File: config.mk
export PLATFORM = sky130hd
export DESIGN_NAME = ram16x8_bus_reader_flat
export DESIGN_NICKNAME = d
export VERILOG_FILES = /design/src/rtl/ram16x8_bus_reader_if.sv /design/src/rtl/ram16x8_bus_reader.sv /design/src/flat_wrapper.sv
export SDC_FILE = /design/constraint.sdc
export NUM_CORES = 1
export LEC_CHECK = 0
export CORE_UTILIZATION = 59
export CTS_BUF_LIST = sky130_fd_sc_hd__clkbuf_16
export CTS_CLUSTER_DIAMETER = 150
export DETAILED_ROUTE_END_ITERATION = 12
export PLACE_DENSITY = 0.87
export SYNTH_ARGS = -nofsm -noshare
export SYNTH_HDL_FRONTEND = slang
export SYNTH_SLANG_ARGS = --single-unit
File: constraint.sdc
create_clock -name clk -period 3 [get_ports clk]
set_clock_uncertainty 0.05 [all_clocks]
set_input_delay 0.75 -clock clk [delete_from_list [all_inputs] [get_ports clk]]
set_output_delay 0.75 -clock clk [all_outputs]
set_load 0.02 [all_outputs]
File: src/rtl/ram16x8_bus_reader_if.sv
// Register-bus connection between the CPU-side bus master and the 16x8 RAM responder.
// The master drives the bus value and the load/drive strobes. The RAM drives read data back.
interface ram16x8_bus_reader_if;
    logic [7:0] bus_in;
    logic       mar_in;
    logic       ram_in;
    logic       ram_out;
    logic [7:0] bus_out;
    logic       bus_oe;

    modport master (
        output bus_in, mar_in, ram_in, ram_out,
        input  bus_out, bus_oe
    );

    modport slave (
        input  bus_in, mar_in, ram_in, ram_out,
        output bus_out, bus_oe
    );
endinterface

File: src/rtl/ram16x8_bus_reader.sv
// 16x8 RAM with a 4-bit MAR. It captures bus values on sampled CPU clock steps and drives RAM[MAR] back on request.
// It also accepts debounced manual writes from switches while in programming mode.
module ram16x8_bus_reader #(
    parameter int DEBOUNCE_CYCLES = 1_000_000
) (
    input  logic                 clk,
    input  logic                 rst,
    input  logic                 cpu_clk,
    ram16x8_bus_reader_if.slave  bus,
    input  logic                 prog_mode,
    input  logic [3:0]           prog_addr,
    input  logic [7:0]           prog_data,
    input  logic                 prog_write,
    output logic [3:0]           mar_q,
    output logic [7:0]           ram_q,
    output logic                 prog_mode_led,
    output logic                 err_conflict
);
    localparam int CNT_W = $clog2(DEBOUNCE_CYCLES + 1);
    localparam logic [CNT_W-1:0] CNT_LAST = CNT_W'(DEBOUNCE_CYCLES - 1);

    typedef enum logic [1:0] {IDLE, COUNT, WRITE, WAIT_REL} state_t;

    logic             cpu_clk_p0, cpu_clk_p1, cpu_clk_p2;
    logic             step_p3;
    logic             prog_mode_p0, prog_mode_p1;
    logic             btn_p0, btn_p1;
    state_t           state;
    logic [CNT_W-1:0] cnt;
    logic [3:0]       mar;
    logic [7:0]       ram [16];
    logic [7:0]       bus_out_r;
    logic             bus_oe_r;
    logic             err_r;

    // Synchronizers and step edge detect. The cpu_clk chain resets high, so a cpu_clk already high at reset release is not seen as a rising edge.
    always_ff @(posedge clk) begin
        if (rst) begin
            cpu_clk_p0   <= 1'b1;
            cpu_clk_p1   <= 1'b1;
            cpu_clk_p2   <= 1'b1;
            step_p3      <= 1'b0;
            prog_mode_p0 <= 1'b0;
            prog_mode_p1 <= 1'b0;
            btn_p0       <= 1'b0;
            btn_p1       <= 1'b0;
        end else begin
            cpu_clk_p0   <= cpu_clk;
            cpu_clk_p1   <= cpu_clk_p0;
            cpu_clk_p2   <= cpu_clk_p1;
            step_p3      <= cpu_clk_p1 & ~cpu_clk_p2;
            prog_mode_p0 <= prog_mode;
            prog_mode_p1 <= prog_mode_p0;
            btn_p0       <= prog_write;
            btn_p1       <= btn_p0;
        end
    end

    // MAR, RAM, bus drive and programming-button FSM
    always_ff @(posedge clk) begin
        if (rst) begin
            state     <= IDLE;
            cnt       <= '0;
            mar       <= '0;
            bus_oe_r  <= 1'b0;
            bus_out_r <= '0;
            err_r     <= 1'b0;
            for (int i = 0; i < 16; i++) ram[i] <= '0;
        end else begin
            bus_oe_r  <= bus.ram_out & ~prog_mode_p1;
            bus_out_r <= (bus.ram_out & ~prog_mode_p1) ? ram[mar] : 8'h00;
            if (prog_mode_p1) begin
                mar <= prog_addr;
                case (state)
                    IDLE: begin
                        cnt <= '0;
                        if (btn_p1) state <= COUNT;
                    end
                    COUNT: begin
                        if (!btn_p1)              state <= IDLE;
                        else if (cnt == CNT_LAST) state <= WRITE;
                        else                      cnt   <= cnt + 1'b1;
                    end
                    WRITE: begin
                        ram[prog_addr] <= prog_data;
                        state          <= WAIT_REL;
                    end
                    WAIT_REL: begin
                        if (!btn_p1) state <= IDLE;
                    end
                    default: state <= IDLE;
                endcase
            end else begin
                state <= IDLE;
                if (step_p3) begin
                    // The RAM write uses the MAR value from before this step, even when mar_in loads a new address on the same step.
                    if (bus.mar_in) mar <= bus.bus_in[3:0];
                    if (bus.ram_in && !bus.ram_out) ram[mar] <= bus.bus_in;
                    if (bus.ram_in && bus.ram_out)  err_r    <= 1'b1;
                end
            end
        end
    end

    assign bus.bus_out    = bus_out_r;
    assign bus.bus_oe     = bus_oe_r;
    assign mar_q          = mar;
    assign ram_q          = ram[mar];
    assign prog_mode_led  = prog_mode_p1;
    assign err_conflict   = err_r;
endmodule

File: src/flat_wrapper.sv
// flat-port wrapper written by rule: the top's interface ports become plain ports
module ram16x8_bus_reader_flat 
#(
    parameter int DEBOUNCE_CYCLES = 1_000_000
)
  (clk, rst, cpu_clk, prog_mode, prog_addr, prog_data, prog_write, mar_q, ram_q, prog_mode_led, err_conflict, bus_bus_in, bus_mar_in, bus_ram_in, bus_ram_out, bus_bus_out, bus_bus_oe);
  ram16x8_bus_reader_if bus_i ();
  input  logic clk;
  input  logic rst;
  input  logic cpu_clk;
  input  logic prog_mode;
  input  logic [3:0] prog_addr;
  input  logic [7:0] prog_data;
  input  logic prog_write;
  output logic [3:0] mar_q;
  output logic [7:0] ram_q;
  output logic prog_mode_led;
  output logic err_conflict;
  input wire logic [$bits(bus_i.bus_in)-1:0] bus_bus_in;
  input wire logic [$bits(bus_i.mar_in)-1:0] bus_mar_in;
  input wire logic [$bits(bus_i.ram_in)-1:0] bus_ram_in;
  input wire logic [$bits(bus_i.ram_out)-1:0] bus_ram_out;
  output wire logic [$bits(bus_i.bus_out)-1:0] bus_bus_out;
  output wire logic [$bits(bus_i.bus_oe)-1:0] bus_bus_oe;
  assign bus_i.bus_in = bus_bus_in;
  assign bus_i.mar_in = bus_mar_in;
  assign bus_i.ram_in = bus_ram_in;
  assign bus_i.ram_out = bus_ram_out;
  assign bus_bus_out = bus_i.bus_out;
  assign bus_bus_oe = bus_i.bus_oe;
  ram16x8_bus_reader #(.DEBOUNCE_CYCLES(DEBOUNCE_CYCLES)) u_core (.clk(clk), .rst(rst), .cpu_clk(cpu_clk), .bus(bus_i), .prog_mode(prog_mode), .prog_addr(prog_addr), .prog_data(prog_data), .prog_write(prog_write), .mar_q(mar_q), .ram_q(ram_q), .prog_mode_led(prog_mode_led), .err_conflict(err_conflict));
endmodule
==> results.json, run 1 <==
{
  "finish.net_count": 712,
  "ir_worst_vdd_uv": 411.2,
  "finalSetupViolCount": 8,
  "synth-edff-count": 128,
  "seq_area_frac_synth_pct": 61.38,
  "fin_hold_ws_ns": 0.3486,
  "gp_congestion": 0.9625,
  "overall_power_after_layout_mw": 5.411,
  "antenna_violating_nets_post_route": 0,
  "post-place-cells": 831,
  "post_route_cells_drive_above_1_share_pct": 22.70,
  "placement_rows": 41,
  "achievable-frequency_ghz": 0.3216,
  "yosysWarningCount": 0,
  "maxCapViolations": 0,
  "die-width_um": 117.2,
  "antenna_found_initial": 1,
  "cts.sinks": 176,
  "clkTransAtPathRegs_ns": 0.07,
  "final-max-slew-violation-count": 0,
  "path_common_cell": "sky130_fd_sc_hd__mux4_2",
  "final_cells": 868,
  "criticalPathCategory": "register to primary output",
  "total_of_buffers_placed_on_input_and_output_ports": 50,
  "viasPerCell": 6.453,
  "vias": 5601,
  "synth.ff_latch_count": 176,
  "failed_checks": "negative setup slack",
  "initial_utilization_pct": 61.28,
  "synthDistinctLibCells": 59,
  "worst_path_dominant_cell_family": "multiplexers",
  "grt_setup_unrepaired": "yes",
  "die_area_um2": 13730,
  "number_of_global_route_vias_before_repair": 5434,
  "h-tree-depth": 4,
  "timing.final.ws_setup_ns": -0.1099,
  "cts.root.buffer_cell": "sky130_fd_sc_hd__clkbuf_16",
  "grt_start_max_net_pins": 33,
  "worst_pin_slew_ns": 0.8126,
  "synthesis.nets": 619,
  "worst_path_cell_chain": "buf_12 -> buf_16 -> mux4_2 -> mux4_2 -> buf_6",
  "post-dp-hpwl_um": 13000,
  "num_io_pins": 51,
  "outcome": "finished with violations",
  "crit_path_top_delay_cell": "sky130_fd_sc_hd__mux4_2",
  "syn_inst": 590,
  "grt_overflow": 0,
  "numCtsBuffers": 17,
  "avgRoutedWirePerCell_um": 22.97,
  "firstDrtPassIters": 6,
  "max_stage_delay_ns": 0.53,
  "antenna_cells_inserted": 0,
  "critical_path_arrival_ns": 2.31,
  "fp.dieH_um": 117.2,
  "cp_data_required_time_ns": 2.20,
  "ys.flop_type": "sky130_fd_sc_hd__edfxtp_1",
  "worst_skew_pair.late_latency_ns": 0.44,
  "grtUsageTotal_pct": 32.71,
  "hold_class": "register to register",
  "p_leak_nw": 3.452,
  "critical_path_launch_point_type": "register",
  "utilization_pct": 76.20,
  "pwr_density_cell_nw_per_um2": 555.9,
  "post_synth_instance_area_um2": 7828,
  "worst-path-buf-inv": 3,
  "report.final.hold_viol_count": 0,
  "grt_first_pass_wirelength_um": 31290,
  "synth.avg_cell_area_um2": 13.27,
  "syn_to_final_growth_pct": 24.34,
  "final_wirelength_um": 19940,
  "post-route-min-period_ns": 3.110,
  "worst-path-max-fanout": 6,
  "slew_headroom_pct": 45.63,
  "tritoncts": "built",
  "fin_crit_sh_pct": 103.7,
  "cts-root-to-sink-buffers": 2,
  "synth-async-reset-ratio_pct": 0,
  "drt_first_iter_violations": 842,
  "placeableCoreArea_um2": 12770,
  "drt_drc_violations_left": 0,
  "holdBufCountCts": 0,
  "setup.worst_path.end_class": "primary output"
}
[cells by family (layout without fill, tap and decap cells)]
group / count (synthesis) / after routing / share of synthesized area, %
AOI/OAI and AO/OA: 39 / 39 / 3.357
DFF: 176 / 176 / 61.38
and+or+nand+nor: 268 / 268 / 16.69
buffers and inverters: 38 / 144 / 2.414
muxes: 52 / 52 / 14.21
adders and majority gates: 1 / 1 / 0.1598
xor gates and xnor gates: 16 / 16 / 1.790
[cell type report]
class | instances | area [µm²]
Clock inverter | 11 | 60.06
Timing Repair Buffer | 104 | 1260
Fill cell | 698 | 3040
Sequential cell | 176 | 4808
Clock buffer | 21 | 525.5
Tap cell | 172 | 215.2
Inverter | 8 | 30.03
Multi-Input combinational cell | 376 | 2834
[cells in the mapped netlist (3+ instances only)]
cell type | instances | area share (%)
sky130_fd_sc_hd__a211oi_1 | 5 | 0.48
sky130_fd_sc_hd__a21oi_1 | 12 | 0.77
sky130_fd_sc_hd__a21oi_2 | 4 | 0.45
sky130_fd_sc_hd__and3_1 | 9 | 0.72
sky130_fd_sc_hd__buf_1 | 6 | 0.29
sky130_fd_sc_hd__buf_2 | 10 | 0.64
sky130_fd_sc_hd__buf_4 | 3 | 0.29
sky130_fd_sc_hd__buf_6 | 3 | 0.43
sky130_fd_sc_hd__clkbuf_1 | 8 | 0.38
sky130_fd_sc_hd__dfxtp_1 | 48 | 12
sky130_fd_sc_hd__edfxtp_1 | 128 | 49
sky130_fd_sc_hd__inv_1 | 8 | 0.38
sky130_fd_sc_hd__mux2i_1 | 4 | 0.51
sky130_fd_sc_hd__mux2i_4 | 7 | 2.0
sky130_fd_sc_hd__mux4_2 | 40 | 12
sky130_fd_sc_hd__nand2_1 | 10 | 0.48
sky130_fd_sc_hd__nand2b_1 | 21 | 1.7
sky130_fd_sc_hd__nand3_1 | 11 | 0.70
sky130_fd_sc_hd__nand4_1 | 5 | 0.40
sky130_fd_sc_hd__nor2_1 | 161 | 7.7
sky130_fd_sc_hd__nor2b_1 | 9 | 0.72
sky130_fd_sc_hd__nor3_1 | 10 | 0.64
sky130_fd_sc_hd__nor3b_1 | 5 | 0.48
sky130_fd_sc_hd__or2_2 | 3 | 0.24
sky130_fd_sc_hd__or3_1 | 4 | 0.32
sky130_fd_sc_hd__xnor2_1 | 11 | 1.2
sky130_fd_sc_hd__xor2_1 | 5 | 0.56
[cells in the final DEF (no fill, tap or decap), drive strengths merged, types with 2 or more instances in the layout]
cell type	n
clkbuf	21
nor2b	9
nor2	161
nor3	13
nand3	11
xnor2	11
clkinvlp	2
and3	10
a21o	4
buf	62
xor2	5
o21ai	4
nand2	11
or4	2
or3	4
nand4b	2
a22oi	2
a211oi	5
nor3b	5
inv	14
clkinv	3
nor4	3
a21oi	16
or2	3
clkdlybuf4s50	42
dfxtp	48
nand4	5
o22ai	2
mux2i	12
and4	2
nand2b	21
mux4	40
edfxtp	128
[routing by layer]
layer | part of all wire (%) | GRT usage [%]
met4 | 5.8 | 21.18
met5 | 0.085 | 0
met3 | 9.1 | 9.063
met2 | 49 | 50.86
met1 | 36 | 40.59
[registers in the layout, summed over array words and instances, names as in the netlist, named ones only]
name                  flops
u_core.mar_q              4
u_core.btn_p0             1
u_core.prog_mode_p0       1
u_core.cpu_clk_p2         1
u_core.err_conflict       1
u_core.step_p3            1
u_core.state              1
u_core.cnt               20
u_core.bus.bus_oe         1
u_core.prog_mode_led      1
u_core.btn_p1             1
u_core.bus.bus_out        8
u_core.ram              128
u_core.cpu_clk_p1         1
u_core.cpu_clk_p0         1
[report_power, final]
part	total, mW	switching, mW	internal [mW]
Sequential	2.72	0.0427	2.68
Combinational	0.528	0.261	0.267
Clock	2.16	0.923	1.24
Total	5.41	1.23	4.18
[what timing repair did]
item | CTS | global route
gates resized for setup | 54 | 5
setup buffers | 3 | 2
endpoints found under the setup margin | 8 | 8
gates cloned | 3 | 0
[per-stage QoR]
step | worst slack (ns) | area [µm²] | TNS [ns]
after floorplan | 0.4615 | 7828 | 0
after global placement | 0.04755 | 9029 | 0
after detailed placement | -0.02082 | 9029 | -0.2751
after CTS | -0.1237 | 9767 | -0.7588
after global routing | -0.1517 | 9733 | -1.037
final | -0.1099 | 9733 | -0.6585
[worst reg2reg max path: cells and delay by family, from the launching register on]
kind / cells / cell delay, ns
AND/OR/NAND/NOR: 4 / 1.10
flip-flops: 1 / 0.68
AO/OA/AOI/OAI: 1 / 0.21
buffers and inverters: 1 / 0.15
[worst paths after layout]
check	startpoint	to	slack [ns]	depth (start not counted)
hold reg to reg	u_core.cpu_clk_p2$_SDFF_PP1_	u_core.step_p3$_SDFF_PP0_	0.35	1
setup / recovery	register	ram_q[1]	-0.11	5
setup reg to reg	u_core.prog_mode_led$_SDFF_PP0_	u_core.ram[4][2]$_SDFFCE_PN0P_	0.52	6
hold / removal	u_core.cpu_clk_p2$_SDFF_PP1_	u_core.step_p3$_SDFF_PP0_	0.35	1
Note: power is estimated with default switching activity, not from simulation.
==> run 2: changes to the inputs <==
--- a/config.mk
+++ b/config.mk
@@ -9,7 +9,7 @@
 export CTS_BUF_LIST = sky130_fd_sc_hd__clkbuf_16
 export CTS_CLUSTER_DIAMETER = 150
 export DETAILED_ROUTE_END_ITERATION = 12
-export PLACE_DENSITY = 0.87
+export PLACE_DENSITY = 0.79
 export SYNTH_ARGS = -nofsm -noshare
 export SYNTH_HDL_FRONTEND = slang
 export SYNTH_SLANG_ARGS = --single-unit
==> results.json, run 2 (same netlist as run 1, synthesis figures left out) <==
{
  "post-place-cells": 834,
  "placeableCoreArea_um2": 12770,
  "slew_headroom_pct": 43.28,
  "cts-root-to-sink-buffers": 2,
  "grt_overflow": 0,
  "ir_worst_vdd_uv": 407.7,
  "antenna_found_initial": 0,
  "p_leak_nw": 3.469,
  "avgRoutedWirePerCell_um": 23.19,
  "numCtsBuffers": 17,
  "worst_path_cell_chain": "buf_12 -> buf_12 -> mux4_2 -> mux4_2 -> buf_6",
  "worst_path_dominant_cell_family": "multiplexers",
  "vias": 5540,
  "cts.root.buffer_cell": "sky130_fd_sc_hd__clkbuf_16",
  "h-tree-depth": 4,
  "total_of_buffers_placed_on_input_and_output_ports": 50,
  "post_route_cells_drive_above_1_share_pct": 23.57,
  "timing.final.ws_setup_ns": -0.1267,
  "worst_skew_pair.late_latency_ns": 0.43,
  "grtUsageTotal_pct": 32.45,
  "achievable-frequency_ghz": 0.3198,
  "outcome": "finished with violations",
  "cts.sinks": 176,
  "mostFrequentLayoutCell": "sky130_fd_sc_hd__nor2_1",
  "initial_utilization_pct": 61.28,
  "report.final.hold_viol_count": 0,
  "final_wirelength_um": 20220,
  "antenna_violating_nets_post_route": 0,
  "finalSetupViolCount": 8,
  "fillerInstances": 721,
  "maxCapViolations": 0,
  "failed_checks": "negative setup slack",
  "final-max-slew-violation-count": 0,
  "post-dp-hpwl_um": 13000,
  "antenna_cells_inserted": 0,
  "crit_path_top_delay_cell": "sky130_fd_sc_hd__mux4_2",
  "firstDrtPassIters": 5,
  "fin_crit_sh_pct": 104.2,
  "worst-path-max-fanout": 6,
  "max_stage_delay_ns": 0.53,
  "overall_power_after_layout_mw": 5.450,
  "critical_path_arrival_ns": 2.33,
  "total_negative_setup_slacks_ns": -0.7234,
  "final_cells": 872,
  "layout_common_cells": "sky130_fd_sc_hd__nor2_1, sky130_fd_sc_hd__edfxtp_1, sky130_fd_sc_hd__dfxtp_1, sky130_fd_sc_hd__clkdlybuf4s50_1, sky130_fd_sc_hd__mux4_2",
  "cp_data_required_time_ns": 2.20,
  "max_flop_register": "u_core.ram",
  "fp.dieH_um": 117.2,
  "drt_first_iter_violations": 818,
  "placement.setup.worst_slack_ns": -0.02500,
  "viasPerCell": 6.353,
  "number_of_flip_flops_in_the_largest_register": 128,
  "grt_first_pass_wirelength_um": 31120,
  "clkTransAtPathRegs_ns": 0.07,
  "hold_class": "register to register",
  "worst-path-buf-inv": 3,
  "placement_rows": 41,
  "criticalPathCategory": "register to primary output",
  "fin_hold_ws_ns": 0.3418,
  "finish.net_count": 716,
  "tritoncts": "built",
  "num_io_pins": 51,
  "setup.worst_path.end_class": "primary output",
  "number_of_global_route_vias_before_repair": 5457,
  "syn_to_final_growth_pct": 25.38,
  "drt_drc_violations_left": 0,
  "holdBufCountCts": 0,
  "grt_setup_unrepaired": "yes",
  "die_area_um2": 13730,
  "gp_congestion": 0.9063,
  "critical_path_launch_point_type": "register",
  "grt_start_max_net_pins": 33,
  "worst_pin_slew_ns": 0.8476,
  "die-width_um": 117.2,
  "post-route-min-period_ns": 3.127,
  "pwr_density_cell_nw_per_um2": 555.3
}
[run 2: cell types whose count changed in the layout (fill, tap and decap cells not counted)]
cell / delta
sky130_fd_sc_hd__inv_6: +2
sky130_fd_sc_hd__buf_12: +6
sky130_fd_sc_hd__clkinv_1: +1
sky130_fd_sc_hd__buf_4: -1
sky130_fd_sc_hd__clkbuf_16: -4
sky130_fd_sc_hd__inv_1: -4
sky130_fd_sc_hd__clkinvlp_4: +1
sky130_fd_sc_hd__inv_8: +2
sky130_fd_sc_hd__buf_16: -1
sky130_fd_sc_hd__bufinv_16: +2
[run 2: layout make-up]
| cell class | instances | area [µm²] | area share [%] |
|---|---|---|---|
| Timing Repair Buffer | 108 | 1345 | 13.70 |
| Multi-Input combinational cell | 376 | 2834 | 28.88 |
| Inverter | 8 | 30.03 | 0.3060 |
| Clock buffer | 17 | 425.4 | 4.335 |
| Sequential cell | 176 | 4808 | 48.99 |
| Tap cell | 172 | 215.2 | 2.193 |
| Clock inverter | 15 | 156.4 | 1.594 |
[run 2: power breakdown]
| group | total, mW | switching [mW] | internal, mW |
|---|---|---|---|
| logic | 0.537 | 0.259 | 0.278 |
| clock network | 2.19 | 0.960 | 1.23 |
| registers | 2.72 | 0.0436 | 2.67 |
[run 2: path summary, 6_finish.rpt]
kind	start	end	slack, ns	cells after the start
worst min register to register	u_core.cpu_clk_p2$_SDFF_PP1_	u_core.step_p3$_SDFF_PP0_	0.34	1
worst min-delay path	u_core.cpu_clk_p2$_SDFF_PP1_	u_core.step_p3$_SDFF_PP0_	0.34	1
worst max-delay path	register	ram_q[6]	-0.13	5
worst max register to register	u_core.prog_mode_led$_SDFF_PP0_	u_core.ram[1][2]$_SDFFCE_PN0P_	0.66	5
[run 2: repair_timing]
item,4_1_cts,5_1_grt
cloned,2,0
setup buffers,4,1
resized for setup,52,0
setup endpoints to repair,8,8
[run 2: layer usage]
layer	track usage, %	wire, µm	vias to the layer above
li1	-	-	2356
met4	13.92	594	0
met5	0	0	-
met2	53.76	10120	441
met1	41.38	7281	2674
met3	7.364	2226	69
[run 2: metrics by stage]
step	area, µm²	util [%]
floorplan	7828	-
global placement	9101	71.25
detailed placement	9101	71.25
CTS	9822	76.89
global route	9814	76.83
finish	9814	76.83
